$ cat src/rtl/bj_timer_pkg.sv
// Shared constants for the blackjack timer blocks.
// Provides the timer FSM state encoding and the default turn limits used by the
// game controller when it instantiates turn_timer.
package bj_timer_pkg;

  localparam logic [1:0] S_IDLE  = 2'd0;
  localparam logic [1:0] S_RUN   = 2'd1;
  localparam logic [1:0] S_PAUSE = 2'd2;
  localparam logic [1:0] S_EXP   = 2'd3;

  typedef enum logic [1:0] {
    StIdle  = S_IDLE,
    StRun   = S_RUN,
    StPause = S_PAUSE,
    StExp   = S_EXP
  } timer_state_e;

  localparam int unsigned TURN_LIMIT_DEF = 15;
  localparam int unsigned WARN_AT_DEF    = 5;
  localparam int unsigned CW_DEF         = 8;

endpackage

$ cat src/rtl/turn_timer_if.sv
// Bundle between the game controller and the turn timer.
//   time_ms   : timebase count (controller -> timer)
//   start     : 1-cycle load/restart command
//   stop      : 1-cycle abandon command
//   pause     : level, hold the count
//   remaining : time left
//   running   : RUNNING or PAUSED
//   warn      : low-time warning
//   timeout   : 1-cycle pulse when the count reaches 0
//   expired   : level, countdown finished
interface turn_timer_if #(
  parameter int unsigned CW = 8
);
  logic [31:0]   time_ms;
  logic          start;
  logic          stop;
  logic          pause;
  logic [CW-1:0] remaining;
  logic          running;
  logic          warn;
  logic          timeout;
  logic          expired;

  modport master (
    output time_ms, start, stop, pause,
    input  remaining, running, warn, timeout, expired
  );

  modport slave (
    input  time_ms, start, stop, pause,
    output remaining, running, warn, timeout, expired
  );
endinterface

$ cat src/rtl/tick_detect.sv
// Turns a free-running timebase count into a tick strobe.
// Any change of value (including a decrease on wrap or timebase reset) is one tick.
//   clk   : system clock
//   rst   : asynchronous active-low reset
//   value : timebase count
//   tick  : high in any cycle where value differs from last cycle's value
module tick_detect (
  input  logic        clk,
  input  logic        rst,
  input  logic [31:0] value,
  output logic        tick
);

  logic [31:0] prev_q;

  always_ff @(posedge clk or negedge rst) begin
    if (!rst) begin
      prev_q <= '0;
    end else begin
      prev_q <= value;
    end
  end

  assign tick = (value != prev_q);

endmodule

$ cat src/rtl/turn_timer.sv
// Player-turn countdown. Counts TURN_LIMIT timebase ticks down to zero, with
// pause/stop/restart control, a low-time warning and a timeout pulse.
//   clk : system clock
//   rst : asynchronous active-low reset
//   bus : turn_timer_if slave (time_ms/start/stop/pause in; status out)
module turn_timer
  import bj_timer_pkg::*;
#(
  parameter int unsigned TURN_LIMIT = TURN_LIMIT_DEF,
  parameter int unsigned WARN_AT    = WARN_AT_DEF,
  parameter int unsigned CW         = CW_DEF
) (
  input  logic         clk,
  input  logic         rst,
  turn_timer_if.slave  bus
);

  if (TURN_LIMIT < 1 || TURN_LIMIT > (2 ** CW) - 1 || WARN_AT >= TURN_LIMIT)
  begin : g_param_err
    $error("turn_timer: TURN_LIMIT/WARN_AT out of range for CW");
  end

  localparam logic [CW-1:0] Limit = CW'(TURN_LIMIT);
  localparam logic [CW-1:0] WarnAt = CW'(WARN_AT);

  logic tick;

  tick_detect u_tick_detect (
    .clk   (clk),
    .rst   (rst),
    .value (bus.time_ms),
    .tick  (tick)
  );

  timer_state_e  state_q, state_d;
  logic [CW-1:0] rem_q, rem_d;
  logic          warn_q, warn_d;
  logic          timeout_q, timeout_d;

  always_comb begin
    state_d   = state_q;
    rem_d     = rem_q;
    timeout_d = 1'b0;

    // stop > start > pause > tick
    if (bus.stop) begin
      state_d = StIdle;
      rem_d   = '0;
    end else if (bus.start) begin
      state_d = StRun;
      rem_d   = Limit;
    end else begin
      unique case (state_q)
        StRun: begin
          if (bus.pause) begin
            state_d = StPause;
          end else if (tick) begin
            if (rem_q > CW'(1)) begin
              rem_d = rem_q - CW'(1);
            end else begin
              // Last tick: saturate at 0 and fire the timeout strobe once.
              rem_d     = '0;
              state_d   = StExp;
              timeout_d = 1'b1;
            end
          end
        end
        StPause: begin
          // Ticks seen while paused are dropped, not queued.
          if (!bus.pause) begin
            state_d = StRun;
          end
        end
        StExp:   rem_d = '0;
        default: rem_d = '0;
      endcase
    end

    warn_d = ((state_d == StRun) || (state_d == StPause)) &&
             (rem_d != '0) && (rem_d <= WarnAt);
  end

  always_ff @(posedge clk or negedge rst) begin
    if (!rst) begin
      state_q   <= StIdle;
      rem_q     <= '0;
      warn_q    <= 1'b0;
      timeout_q <= 1'b0;
    end else begin
      state_q   <= state_d;
      rem_q     <= rem_d;
      warn_q    <= warn_d;
      timeout_q <= timeout_d;
    end
  end

  assign bus.remaining = rem_q;
  assign bus.warn      = warn_q;
  assign bus.timeout   = timeout_q;
  assign bus.running   = (state_q == StRun) || (state_q == StPause);
  assign bus.expired   = (state_q == StExp);

endmodule

$ cat src/flat_wrapper.sv
// flat-port wrapper written by rule: the top's interface ports become plain ports
module turn_timer_flat import bj_timer_pkg::*;
#(
  parameter int unsigned TURN_LIMIT = TURN_LIMIT_DEF,
  parameter int unsigned WARN_AT    = WARN_AT_DEF,
  parameter int unsigned CW         = CW_DEF
)
  (clk, rst, bus_time_ms, bus_start, bus_stop, bus_pause, bus_remaining, bus_running, bus_warn, bus_timeout, bus_expired);
  turn_timer_if #(.CW(CW)) bus_i ();
  input  logic clk;
  input  logic rst;
  input wire logic [$bits(bus_i.time_ms)-1:0] bus_time_ms;
  input wire logic [$bits(bus_i.start)-1:0] bus_start;
  input wire logic [$bits(bus_i.stop)-1:0] bus_stop;
  input wire logic [$bits(bus_i.pause)-1:0] bus_pause;
  output wire logic [$bits(bus_i.remaining)-1:0] bus_remaining;
  output wire logic [$bits(bus_i.running)-1:0] bus_running;
  output wire logic [$bits(bus_i.warn)-1:0] bus_warn;
  output wire logic [$bits(bus_i.timeout)-1:0] bus_timeout;
  output wire logic [$bits(bus_i.expired)-1:0] bus_expired;
  assign bus_i.time_ms = bus_time_ms;
  assign bus_i.start = bus_start;
  assign bus_i.stop = bus_stop;
  assign bus_i.pause = bus_pause;
  assign bus_remaining = bus_i.remaining;
  assign bus_running = bus_i.running;
  assign bus_warn = bus_i.warn;
  assign bus_timeout = bus_i.timeout;
  assign bus_expired = bus_i.expired;
  turn_timer #(.TURN_LIMIT(TURN_LIMIT), .WARN_AT(WARN_AT), .CW(CW)) u_core (.clk(clk), .rst(rst), .bus(bus_i));
endmodule
$ cat config.mk
export PLATFORM = sky130hd
export DESIGN_NAME = turn_timer_flat
export DESIGN_NICKNAME = d
export VERILOG_FILES = /design/src/rtl/bj_timer_pkg.sv /design/src/rtl/turn_timer_if.sv /design/src/rtl/tick_detect.sv /design/src/rtl/turn_timer.sv /design/src/flat_wrapper.sv
export SDC_FILE = /design/constraint.sdc
export NUM_CORES = 1
export LEC_CHECK = 0
export BUFFER_PORTS_ARGS = -buffer_cell sky130_fd_sc_hd__buf_2
export CAP_MARGIN = 20
export CORE_ASPECT_RATIO = 0.6
export CORE_MARGIN = 3
export CORE_UTILIZATION = 48
export CTS_CLUSTER_DIAMETER = 80
export CTS_CLUSTER_SIZE = 40
export DETAILED_ROUTE_END_ITERATION = 16
export PLACE_DENSITY = 0.71
export SYNTH_ARGS = -nofsm -noshare
export SYNTH_HDL_FRONTEND = slang
export SYNTH_SLANG_ARGS = --single-unit
$ cat constraint.sdc
create_clock -name clk -period 2.25 [get_ports clk]
set_input_delay 0.225 -clock clk [delete_from_list [all_inputs] [get_ports clk]]
set_output_delay 0.225 -clock clk [all_outputs]
set_load 0.03 [all_outputs]
==> flow_summary.json <==
{
  "period_share_pct": 109,
  "ios": 49,
  "grt_usage_pct": 21.5,
  "clock_power_share_pct": 30.0,
  "hold_class": "input port to flip-flop",
  "violations": "negative setup slack",
  "critical_path_class": "flip-flop to flip-flop",
  "status": "finished, violations left",
  "dp_slack_ns": -0.296,
  "synth_warnings": 0,
  "critPathSlowestCell": "or3_4",
  "regArea_um2": 1100,
  "worstSetupEndpointType": "flip-flop",
  "firstDrtPassIters": 4,
  "syn2layout_area_growth_pct": 37.7,
  "syn-num-nets": 225,
  "crit_fanout": 4,
  "grt_pass1_vias": 1711,
  "cts_buffer_depth": 2,
  "p_per_area_nw_per_um2": 595,
  "synthesis.area_um2": 2080,
  "yosysUniqueCellTypes": 44,
  "io_buffers": 48,
  "ys_ff_latch": 44,
  "period_needed_ns": 2.45,
  "synth.area.top_cells": "dfrtp_1 53%, xor2_1 13%, ha_1 3.0%, nor4_1 2.7%, nor2_1 2.3%",
  "core_um2": 3910,
  "power.leakage_nw": 1.36,
  "path_cells": "inv_1 -> ha_1 -> nor2_2 -> nor4_2 -> buf_4 -> or3_4 -> o311ai_4 -> nor4_4 -> a211oi_2 -> and4b_1",
  "async_flop_share_pct": 100,
  "syn-instance-count": 183,
  "drive_gt1_share_pct": 42.5,
  "synth_fa_ha_area_share_pct": 3.01,
  "synth_compound_area_share_pct": 10.8,
  "n_antenna_cell": 0,
  "synth_xor_area_share_pct": 13.9,
  "layout_setup_ws_ns": -0.204,
  "power.share.switching_pct": 27.7,
  "intPower_mw": 1.23,
  "antenna_found_initial": 0,
  "synth_area_per_cell_um2": 11.4,
  "drt_iter0_drc": 73,
  "skew_ns": 0.00479,
  "tightestPinTransition_ns": 0.456,
  "rows": 17,
  "root_buffer": "clkbuf_8",
  "peakVddDrop_mv": 0.405,
  "clock-sinks": 44,
  "vias": 1776,
  "slowest_delay_ns": 0.41,
  "ys.flop_type": "dfrtp_1",
  "grt_pass1_wl_um": 8580,
  "die_area_um2": 5180,
  "power_mw": 1.70,
  "postPlaceCellArea_um2": 2670,
  "seqPwrFrac_pct": 49.5,
  "clk_latency_ns": 0.29,
  "synth_area_leader_cell": "dfrtp_1",
  "via_per_inst": 5.38,
  "slew_headroom_pct": 69.6,
  "stdcell_area_um2": 2860,
  "mostFrequentLayoutCells": "48 x buf_2, 41 x dfrtp_1, 36 x buf_4",
  "crit_required_ns": 2.47,
  "grt_start_max_net_pins": 19,
  "cp_top_family": "simple AND/OR/NAND/NOR gates",
  "synth_top_area_share_pct": 52.9,
  "arrival_ns": 2.68,
  "synth_seq_area_share_pct": 52.9,
  "synth_top_family_by_area": "simple AND/OR/NAND/NOR gates",
  "max_cap_violations": 0,
  "rsz0062_at_grt": "true",
  "gr-total-overflow": 0,
  "wl_per_cell_um": 16.0,
  "final_nets": 314,
  "multiInputGateArea_um2": 1040,
  "cts_tree": "yes",
  "die_height_um": 57.0,
  "numCtsBuffers": 5,
  "drtAntennaViolNets": 0,
  "worst_hold_slack_ns": 0.0533,
  "start_util_pct": 53.1,
  "htreeDepth": 2,
  "routed_wl_um": 5290,
  "path_clk_slew_ns": 0.08,
  "setup_viol": 2,
  "maxSlewViolCount": 0,
  "finalHoldViolations": 0,
  "final_common_cell": "buf_2",
  "yosys.area_share.simple_pct": 16.5,
  "synth_edf_count": 0,
  "synth_mux_area_share_pct": 0.542,
  "die_w_um": 91.0,
  "max_freq_mhz": 407,
  "dp_hpwl_um": 4050,
  "gp_congestion": 0.904,
  "start_kind": "flip-flop",
  "num-fill-cells": 295,
  "drc": 0,
  "combPwrFrac_pct": 20.5,
  "p_sw_mw": 0.473,
  "crit_buf_inv": 2
}
area by class of cell:
| class | instances | area share, % |
|---|---|---|
| multi-input combinational | 128 | 36.2 |
| clock inverter | 1 | 0.262 |
| tap | 57 | 2.49 |
| timing repair buffer | 86 | 18.6 |
| sequential | 44 | 38.6 |
| clock buffer | 7 | 3.01 |
| inverter | 7 | 0.917 |
sequential cells by signal, summed over array words and instances (netlist names):
name,count
u_core.bus.warn,1
u_core.state_q,2
u_core.bus.remaining,8
u_core.bus.timeout,1
u_core.u_tick_detect.prev_q,32
cells by family (layout without fill, tap and decap cells):
logic type                 Yosys count  in the layout
AOI/OAI and AO/OA                   31             31
xor gates and xnor gates            33             33
adders and majority gates            5              5
buffers and inverters               11            101
DFF                                 44             44
muxes                                1              1
and+or+nand+nor                     58             58
timing repair:
item / CTS / global route
endpoints found under the setup margin: 2 / 2
setup buffers: 2 / 0
pin swaps: 10 / 3
hold buffers: 1 / 0
cloned: 0 / 0
gates resized for setup: 13 / 2
endpoints found under the hold margin: 13 / 0
synthesized netlist by cell type, drive strengths merged (3+ instances only):
| master | instances |
|---|---|
| clkbuf | 3 |
| xor2 | 32 |
| o21ai | 3 |
| nor2 | 14 |
| dfrtp | 44 |
| nor3 | 7 |
| ha | 5 |
| o22ai | 4 |
| o211ai | 3 |
| or3 | 5 |
| nor4 | 10 |
| a21oi | 9 |
| nand2 | 6 |
| inv | 7 |
worst register-to-register path, stage by stage, from the launching register on:
cell,delay [ns]
dfrtp_2,0.36
inv_1,0.09
ha_1,0.20
nor2_2,0.13
nor4_2,0.06
buf_4,0.14
or3_4,0.41
o311ai_4,0.40
nor4_4,0.10
a211oi_2,0.25
and4b_1,0.25
worst paths after layout:
check                                                           endpoint  slack (ns)  depth (start not counted)                               from
worst max-delay path                           u_core.bus.warn$_DFF_PN0_       -0.20                         10  u_core.bus.remaining[1]$_DFF_PN0_
worst min-delay path            u_core.u_tick_detect.prev_q[6]$_DFF_PN0_        0.05                          1                     bus_time_ms[6]
worst max register to register                 u_core.bus.warn$_DFF_PN0_       -0.20                         10  u_core.bus.remaining[1]$_DFF_PN0_
min in group asynchronous       u_core.u_tick_detect.prev_q[6]$_DFF_PN0_        0.40                          2                                rst
max in group asynchronous              u_core.bus.remaining[0]$_DFF_PN0_        1.29                          3                                rst
worst min register to register         u_core.bus.remaining[5]$_DFF_PN0_        0.69                          3  u_core.bus.remaining[5]$_DFF_PN0_
power groups by stage:
stage / Clock (mW) / Combinational, mW / Sequential [mW]
global route: 0.570 / 0.382 / 0.848
detailed placement: 0 / 0.322 / 0.860
finish: 0.512 / 0.349 / 0.844
global placement: 0 / 0.317 / 0.859
CTS: 0.522 / 0.343 / 0.844
floorplan: 0 / 0.152 / 0.874
per-layer routing:
metal  track usage, %  share of wire (%)
met4             4.51               0.87
met2             30.5                 42
met1             32.5                 47
met5                0                  0
met3             6.32                 10
through the flow:
step,setup TNS (ns),instances,util (%)
2_1_floorplan,0,183,-
3_3_place_gp,-0.299,320,68.1
3_5_place_dp,-0.296,320,68.1
4_1_cts,-0.109,330,72.9
5_1_grt,-0.477,330,73.2
6_report,-0.231,330,73.2
Power figures use the tool's default switching activity.
